===== config.mk =====
export PLATFORM = sky130hd
export DESIGN_NAME = wfid_done_queue
export DESIGN_NICKNAME = d
export VERILOG_FILES = /design/src/rtl/vgpr_pkg.sv /design/src/rtl/wfid_done_queue_ptr.sv /design/src/rtl/wfid_done_queue.sv
export SDC_FILE = /design/constraint.sdc
export NUM_CORES = 1
export LEC_CHECK = 0
export CAP_MARGIN = 20
export CELL_PAD_IN_SITES_DETAIL_PLACEMENT = 0
export CELL_PAD_IN_SITES_GLOBAL_PLACEMENT = 2
export CORE_MARGIN = 10
export CORE_UTILIZATION = 42
export DETAILED_ROUTE_END_ITERATION = 10
export PLACE_DENSITY = 0.81
export REMOVE_ABC_BUFFERS = 1
export SLEW_MARGIN = 20
export SYNTH_ARGS = -nofsm -noshare
export SYNTH_HDL_FRONTEND = slang
export SYNTH_SLANG_ARGS = --single-unit

===== constraint.sdc =====
create_clock -name clk -period 2.56 [get_ports clk]
set_input_delay 0.512 -clock clk [delete_from_list [all_inputs] [get_ports clk]]
set_output_delay 0.512 -clock clk [all_outputs]
set_load 0.02 [all_outputs]

===== src/rtl/vgpr_pkg.sv =====
// Shared VGPR write-path definitions.
// Contents:
//   WFID_WIDTH            - width of a wavefront ID
//   WFID_DONE_QUEUE_DEPTH - default depth of the wavefront done-event queue
package vgpr_pkg;

  localparam int unsigned WFID_WIDTH            = 6;
  localparam int unsigned WFID_DONE_QUEUE_DEPTH = 8;

endpackage


===== src/rtl/wfid_done_queue_ptr.sv =====
// Wrapping pointer counter with increment enable.
// The pointer wraps modulo 2**WIDTH, so the owning FIFO depth must be a power of two.
// Ports:
//   clk   - system clock
//   rst   - asynchronous active-high reset, clears the pointer to 0
//   i_inc - advance the pointer by one on the next rising edge
//   o_ptr - current pointer value
module wfid_done_queue_ptr #(
  parameter int unsigned WIDTH = 3
) (
  input  logic             clk,
  input  logic             rst,
  input  logic             i_inc,
  output logic [WIDTH-1:0] o_ptr
);

  localparam logic [WIDTH-1:0] PtrOne = WIDTH'(1);

  logic [WIDTH-1:0] r_ptr;

  always_ff @(posedge clk or posedge rst) begin
    if (rst) begin
      r_ptr <= '0;
    end else if (i_inc) begin
      r_ptr <= r_ptr + PtrOne;
    end
  end

  assign o_ptr = r_ptr;

endmodule


===== src/rtl/wfid_done_queue.sv =====
// In-order queue of wavefront completion events captured from the VGPR write-port
// wavefront-ID mux. Events are handed to the consumer over a valid/ack handshake so
// back-pressure never loses a done event (unless the queue is full with no pop).
// Optional feature macro: WFID_DONE_QUEUE_OVFL_ERR_EN adds a sticky ovfl_err output
// that flags a dropped push; it is cleared only by rst.
// Ports:
//   clk, rst        - clock and asynchronous active-high reset
//   muxed_wfid      - wavefront ID from the mux, sampled only when muxed_wfid_done=1
//   muxed_wfid_done - push strobe, one event per high cycle
//   out_valid       - head entry valid
//   out_wfid        - head entry wavefront ID
//   out_ack         - consumer accepts the head this cycle
//   count           - number of occupied entries (0..DEPTH)
//   full, empty     - registered occupancy flags
//   ovfl_err        - (macro only) sticky dropped-push flag
module wfid_done_queue
  import vgpr_pkg::*;
#(
  parameter int unsigned DEPTH     = WFID_DONE_QUEUE_DEPTH,
  parameter int unsigned PTR_WIDTH = $clog2(DEPTH)
) (
  input  logic                  clk,
  input  logic                  rst,
  input  logic [WFID_WIDTH-1:0] muxed_wfid,
  input  logic                  muxed_wfid_done,
  output logic                  out_valid,
  output logic [WFID_WIDTH-1:0] out_wfid,
  input  logic                  out_ack,
  output logic [PTR_WIDTH:0]    count,
  output logic                  full,
  output logic                  empty
`ifdef WFID_DONE_QUEUE_OVFL_ERR_EN
  ,
  output logic                  ovfl_err
`endif
);

  localparam logic [PTR_WIDTH:0] CntOne  = (PTR_WIDTH + 1)'(1);
  localparam logic [PTR_WIDTH:0] CntFull = (PTR_WIDTH + 1)'(DEPTH);

  logic [WFID_WIDTH-1:0] r_mem [DEPTH];
  logic [PTR_WIDTH:0]    r_count;
  logic                  r_full;
  logic                  r_empty;
  logic [PTR_WIDTH:0]    w_count_d;
  logic [PTR_WIDTH-1:0]  w_wr_ptr;
  logic [PTR_WIDTH-1:0]  w_rd_ptr;
  logic                  w_push;
  logic                  w_pop;

  // A pop frees the head in the same cycle, so a full queue can still take a push.
  assign w_pop  = ~r_empty & out_ack;
  assign w_push = muxed_wfid_done & (~r_full | w_pop);

  wfid_done_queue_ptr #(
    .WIDTH (PTR_WIDTH)
  ) u_wr_ptr (
    .clk   (clk),
    .rst   (rst),
    .i_inc (w_push),
    .o_ptr (w_wr_ptr)
  );

  wfid_done_queue_ptr #(
    .WIDTH (PTR_WIDTH)
  ) u_rd_ptr (
    .clk   (clk),
    .rst   (rst),
    .i_inc (w_pop),
    .o_ptr (w_rd_ptr)
  );

  // Storage is intentionally not reset; only pushed (sampled) values are ever written.
  always_ff @(posedge clk) begin
    if (w_push) begin
      r_mem[w_wr_ptr] <= muxed_wfid;
    end
  end

  always_comb begin
    w_count_d = r_count;
    if (w_push && !w_pop) begin
      w_count_d = r_count + CntOne;
    end else if (w_pop && !w_push) begin
      w_count_d = r_count - CntOne;
    end
  end

  // Flags derive from the same next-count so they always agree with count.
  always_ff @(posedge clk or posedge rst) begin
    if (rst) begin
      r_count <= '0;
      r_full  <= 1'b0;
      r_empty <= 1'b1;
    end else begin
      r_count <= w_count_d;
      r_full  <= (w_count_d == CntFull);
      r_empty <= (w_count_d == '0);
    end
  end

`ifdef WFID_DONE_QUEUE_OVFL_ERR_EN
  logic r_ovfl_err;

  always_ff @(posedge clk or posedge rst) begin
    if (rst) begin
      r_ovfl_err <= 1'b0;
    end else if (muxed_wfid_done && !w_push) begin
      r_ovfl_err <= 1'b1;
    end
  end

  assign ovfl_err = r_ovfl_err;
`endif

  assign out_valid = ~r_empty;
  // Gate the unreset storage so the head reads 0 when nothing is queued.
  assign out_wfid  = r_empty ? '0 : r_mem[w_rd_ptr];
  assign count     = r_count;
  assign full      = r_full;
  assign empty     = r_empty;

endmodule


==> results of run 1 <==
## flip-flops by register name (all words and copies together), names as in the netlist
signal and cells:
u_rd_ptr.o_ptr 3, r_mem 48, full 1, count 4, empty 1, u_wr_ptr.o_ptr 3
## metrics by stage
| step | setup slack (ps) | cell area, um2 | hold slack, ps | cells | power, mW |
|---|---|---|---|---|---|
| floorplan | 480 | 2550 | 376 | 147 | 2.39 |
| global placement | 165 | 2980 | 502 | 256 | 3.01 |
| detailed placement | 152 | 2980 | 521 | 256 | 3.06 |
| CTS | 7.03 | 3180 | 498 | 272 | 3.89 |
| global route | 4.18 | 3190 | 530 | 272 | 4.08 |
| finish | 100 | 3190 | 500 | 272 | 3.85 |
## cells in the final DEF (no fill, tap or decap), types with 2 or more instances in the layout
master	n
edfxtp_1	48
clkdlybuf4s50_1	16
ha_1	4
nor4_2	2
clkdlybuf4s15_1	3
buf_12	2
bufinv_16	2
nand3_1	2
clkinvlp_4	3
inv_1	5
nand2b_1	5
mux4_2	12
clkbuf_8	9
nand2_1	7
nor2_1	17
dlygate4sd2_1	3
xnor2_1	4
buf_4	10
nor3_1	4
dfrtp_1	10
mux2i_1	6
## worst max-delay path, delay by kind of cell (launching register included)
kind,cells,cell delay [ps]
simple gates,1,50
buf+inv,2,500
flops,1,410
mux,2,650
## worst max path at each step
stage | endpoint | slack [ps]
after floorplan | out_wfid[0] | 480
after global placement | out_wfid[1] | 160
after detailed placement | out_wfid[1] | 150
after CTS | out_wfid[1] | 7
after global routing | out_wfid[1] | 4
final | out_wfid[1] | 100
## kinds of logic after synthesis
family | after synthesis | share of synthesized area [%]
buffers and inverters | 10 | 2.04
AND/OR/NAND/NOR | 43 | 9.26
flip-flops | 60 | 67.6
adder cells (fa/ha/maj) | 4 | 1.94
XOR/XNOR | 6 | 2.33
multiplexers | 19 | 13.2
AO/OA/AOI/OAI | 10 | 3.64
## metal layers
metal	track usage, %	vias to the layer above	part of all wire [%]
li1	-	659	-
met1	11.8	708	42
met2	17.3	23	52
met3	3.24	9	3.9
met4	6.28	0	2.4
met5	0	-	0
## final cells by class
cell class,instances,area (um2)
multi-input combinational,82,785
fill,500,2770
inverter,5,18.8
tap,75,93.8
clock inverter,7,91.3
clock buffer,9,124
sequential,60,1740
timing repair buffer,34,332
## timing repair
action                                  4_1_cts  5_1_grt
endpoints found under the setup margin        6        6
gates cloned                                  0        0
resized for setup                             6        4
## power breakdown
group | leakage [nW] | internal [mW] | switching, mW | total (mW)
sequential | 0.577 | 1.28 | 0.203 | 1.48
clock | 0.0989 | 0.542 | 0.361 | 0.903
combinational | 0.469 | 0.745 | 0.723 | 1.47
total | 1.14 | 2.57 | 1.29 | 3.85
==> qor.yml, run 1 <==
run_status:
  status: "completed"
worst_setup_path:
  crit_required_ps: 2050
  timing.rr.start: "empty$_DFF_PP1_"
  criticalPathCategory: "register to output pin"
  worst_path_largest_cell_delay_ps: 490
  worstReg2RegEnd: "empty$_DFF_PP1_"
  end_kind: "output pin"
  worstRegToRegCells: 5
  critPathLaunch: "u_rd_ptr.o_ptr[0]$_DFFE_PP0P_"
  worstPathCellList: "buf_12 -> mux4_2 -> mux2i_1 -> nor2_1 -> dlygate4sd2_1"
  r2r_slack_ps: 710
  critical_path.startpoint_type: "register"
  cp_max_fo: 12
  critical_path_arrival_ps: 1950
  cpMaxStageDelayCell: "mux4_2"
yosys:
  syn-cell-area_um2: 2580
  yosysTopAreaCell: "edfxtp_1"
  synthFlopType: "edfxtp_1"
  yosysSeqAreaShare_pct: 67.6
  synthCells: 152
  yosysUniqueCellTypes: 37
  yosys-top-cells-area: "edfxtp_1 56%, dfrtp_1 11%, mux4_2 10%"
  yosysMostFrequentCell: "edfxtp_1"
  syn_area_per_cell_um2: 17.0
  async_flop_share_pct: 20.0
  synth_enable_flop_cells: 48
  ys.warnings.count: 0
  synth_top_area_share_pct: 55.9
  yosys-top-cells-count: "48 x edfxtp_1, 17 x nor2_1, 12 x mux4_2"
  ys_ff_latch: 60
sta:
  setup_violations: 0
  finalCritPeriodShare_pct: 96.1
  tightest_slew_ps: 523
  period_minus_slack_ps: 2460
  relSlewSlack_pct: 65.1
  slew_viol_final: 0
  max_freq_mhz: 407
  hold_violations: 0
  fin_skew_ps: 6.72
  rsz0062_at_grt: "false"
  tns_ps: 0
floorplanning:
  die_h_um: 98.4
  rows: 28
  io_pins: 23
  dieArea_um2: 9680
  initial_utilization_pct: 43.3
  die_width_um: 98.4
  core-area_um2: 5960
routing:
  dr.pass1.iters: 4
  drtAntennaViolNets: 0
  vias_per_cell: 5.14
  drcViolationCount: 0
  num_vias: 1399
  wl_per_cell_um: 17.8
  first_iter_violations: 91
  wl_um: 4840
clock_network:
  cts_buffer_depth: 2
  cts_tree: "done"
  hold_buffers: 0
  cts_made_buffers: 9
  htreeDepth: 3
  clk_latency_ps: 330
  cts_setup_buffers: 0
  path_clk_slew_ps: 70
  clkSinkCount: 60
  ctsRootBufferMaster: "clkbuf_8"
pwr:
  ir_drop_mv: 0.563
  powerDensity_nw_per_um2: 1210
  p_leak_nw: 1.14
global_routing:
  antenna_found_initial: 0
  grt_overflow: 0
  grt_util_all_layers_pct: 10.6
  grt_pass1_vias: 1479
  grt_max_degree: 15
  grt_pass1_wl_um: 7710
worst_hold_path:
  hold_class: "input port to asynchronous set/reset pin"
flow_run:
  drv_cap: 0
finish:
  layout.nets: 206
  fin_util_pct: 53.5
  antenna-diode-count: 0
  syn2layout_area_growth_pct: 23.6
  layout-drive-gt1-share_pct: 25.9
placement:
  hpwl_um: 3410
  portBuffers: 22
  place_congestion: 0.836
Power figures use the tool's default switching activity.
==> inputs of run 2 (changes only) <==
CTS_BUF_LIST = sky130_fd_sc_hd__clkbuf_8 sky130_fd_sc_hd__clkbuf_16   (was default)
==> results of run 2 <==
Same layout as run 1: the final DEF is identical, and so are final timing and power.
==> inputs of run 3 (changes only) <==
PLACE_DENSITY = 0.8   (was 0.81)
TNS_END_PERCENT = 100   (was default)
==> qor.yml, run 3 (same netlist as run 1, synthesis figures left out) <==
run_status:
  status: "completed"
pwr:
  ir_drop_mv: 0.469  # -17%
  power.internal_mw: 2.42  # -5.5%
  power_frac_seq_pct: 39.9  # +1.5 points
  powerDensity_nw_per_um2: 1170  # -2.9%
  p_leak_nw: 1.14  # -0.23%
  switching_share_pct: 34.1  # +0.74 points
  pwr-share-clk_pct: 21.0  # -2.4 points
  combPwrFrac_pct: 39.1  # +1.0 points
  p_switching_mw: 1.26  # -2.3%
clock_network:
  clkSinkCount: 60  # unchanged
  cts-resized-gates: 6  # unchanged
  path_clk_slew_ps: 60  # about the same
  hold_buffers: 0  # unchanged
  cts_buffer_depth: 2  # unchanged
  clk_latency_ps: 320  # about the same
  htreeDepth: 3  # unchanged
  cts_tree: "done"
  cts_setup_buffers: 0  # unchanged
  cts_made_buffers: 9  # unchanged
  ctsRootBufferMaster: "clkbuf_8"
routing:
  num_vias: 1409  # +0.71%
  wl_um: 4860  # +0.27%
  dr.pass1.iters: 4  # unchanged
  first_iter_violations: 63  # -31%
  vias_per_cell: 5.18  # +0.71%
  drcViolationCount: 0  # unchanged
  drtAntennaViolNets: 0  # unchanged
  wl_per_cell_um: 17.8  # +0.27%
global_routing:
  antenna_found_initial: 0  # unchanged
  grt_pass1_vias: 1515  # +2.4%
  grt_max_degree: 15  # unchanged
  grt_pass1_wl_um: 7960  # +3.1%
  grt_util_all_layers_pct: 10.7  # +0.12 points
  grt_overflow: 0  # unchanged
worst_setup_path:
  cp_num_buf_inv: 2  # unchanged
  r2r_slack_ps: 720  # about the same
  criticalPathCategory: "register to output pin"
  critical_path_arrival_ps: 1930  # -20 ps
  cp_max_fo: 7  # -5
  end_kind: "output pin"
  worstPathCellList: "buf_6 -> mux4_2 -> mux2i_1 -> nor2_1 -> dlygate4sd2_1"
  worst_path_largest_cell_delay_ps: 500  # about the same
  cp_top_family: "multiplexers"
  crit_required_ps: 2050  # about the same
  cpMaxStageDelayCell: "mux4_2"
  critical_path.startpoint_type: "register"
floorplanning:
  rows: 28  # unchanged
  initial_utilization_pct: 43.3  # unchanged
  die_h_um: 98.4  # unchanged
  die_width_um: 98.4  # unchanged
  dieArea_um2: 9680  # unchanged
  core-area_um2: 5960  # unchanged
  io_pins: 23  # unchanged
sta:
  tightest_slew_ps: 497  # -25.9 ps
  slew_viol_final: 0  # unchanged
  fin_skew_ps: 6.74  # +0.0145 ps
  setup_violations: 0  # unchanged
  period_minus_slack_ps: 2440  # -20.6 ps
  rsz0062_at_grt: "false"
  tns_ps: 0  # unchanged
  relSlewSlack_pct: 66.8  # +1.7 points
  hold_violations: 0  # unchanged
  finalCritPeriodShare_pct: 95.3  # -0.80 points
  max_freq_mhz: 410  # +0.84%
finish:
  final_common_cell: "edfxtp_1"
  syn2layout_area_growth_pct: 21.6
  layout.nets: 207  # +0.49%
  largest_register_ffs: 48  # unchanged
  final_cell_mix: "48 x edfxtp_1, 17 x nor2_1, 16 x clkdlybuf4s50_1"
  design_area_um2: 3140  # -1.6%
  fillers: 480  # -4.0%
  top_register: "r_mem"
  antenna-diode-count: 0  # unchanged
  layout-drive-gt1-share_pct: 24.9  # -1.0 points
placement:
  hpwl_um: 3420  # +0.31%
  place_congestion: 0.866  # +3.6%
  portBuffers: 22  # unchanged
  place_area_um2: 2960  # -0.59%
worst_hold_path:
  hold_class: "input port to asynchronous set/reset pin"
flow_run:
  drv_cap: 0  # unchanged
## run 3: area by class of cell
cell class	count	area, um2	area share, %
flip-flops and latches	60	1740	55.5
clock inverters	6	56.3	1.79
clock buffers	9	124	3.95
multi-input cells	82	785	25.0
well taps	75	93.8	2.99
inverters	5	18.8	0.598
repair buffers	35	318	10.1
## run 3: metrics by stage
step / utilization (%) / hold slack (ps) / setup WS (ps) / power (mW) / cells
CTS: 52.6 / 522 / 68.0 / 3.72 / 272
floorplan: - / 376 / 480 / 2.39 / 147
global placement: 49.7 / 512 / 221 / 2.97 / 257
global route: 52.7 / 545 / 3.57 / 3.93 / 272
finish: 52.7 / 510 / 121 / 3.68 / 272
detailed placement: 49.7 / 517 / 213 / 3.01 / 257
## run 3: final timing paths
kind                                                 end  cells past startpoint                           from
max                                          out_wfid[5]                      5  u_rd_ptr.o_ptr[0]$_DFFE_PP0P_
min                                   count[2]$_DFF_PP0_                      2                            rst
max reg2reg                              empty$_DFF_PP1_                      5                empty$_DFF_PP1_
min reg2reg                u_wr_ptr.o_ptr[0]$_DFFE_PP0P_                      1  u_wr_ptr.o_ptr[0]$_DFFE_PP0P_
max in group asynchronous                empty$_DFF_PP1_                      2                            rst
min in group clk           u_wr_ptr.o_ptr[0]$_DFFE_PP0P_                      1  u_wr_ptr.o_ptr[0]$_DFFE_PP0P_
## run 3: power by group through the flow
stage          clock, mW  sequential [mW]  combinational (mW)
2_1_floorplan          0             1.55               0.840
3_3_place_gp           0             1.47                1.49
3_5_place_dp           0             1.49                1.52
4_1_cts            0.795             1.47                1.46
5_1_grt            0.848             1.50                1.58
6_report           0.775             1.47                1.44
## run 3: layer usage
layer	global-route usage, %	wire [um]	up-vias
li1	-	-	670
met1	12.3	2130	709
met2	17.0	2470	24
met3	3.38	187	6
met4	6.28	71	0
met5	0	0	-
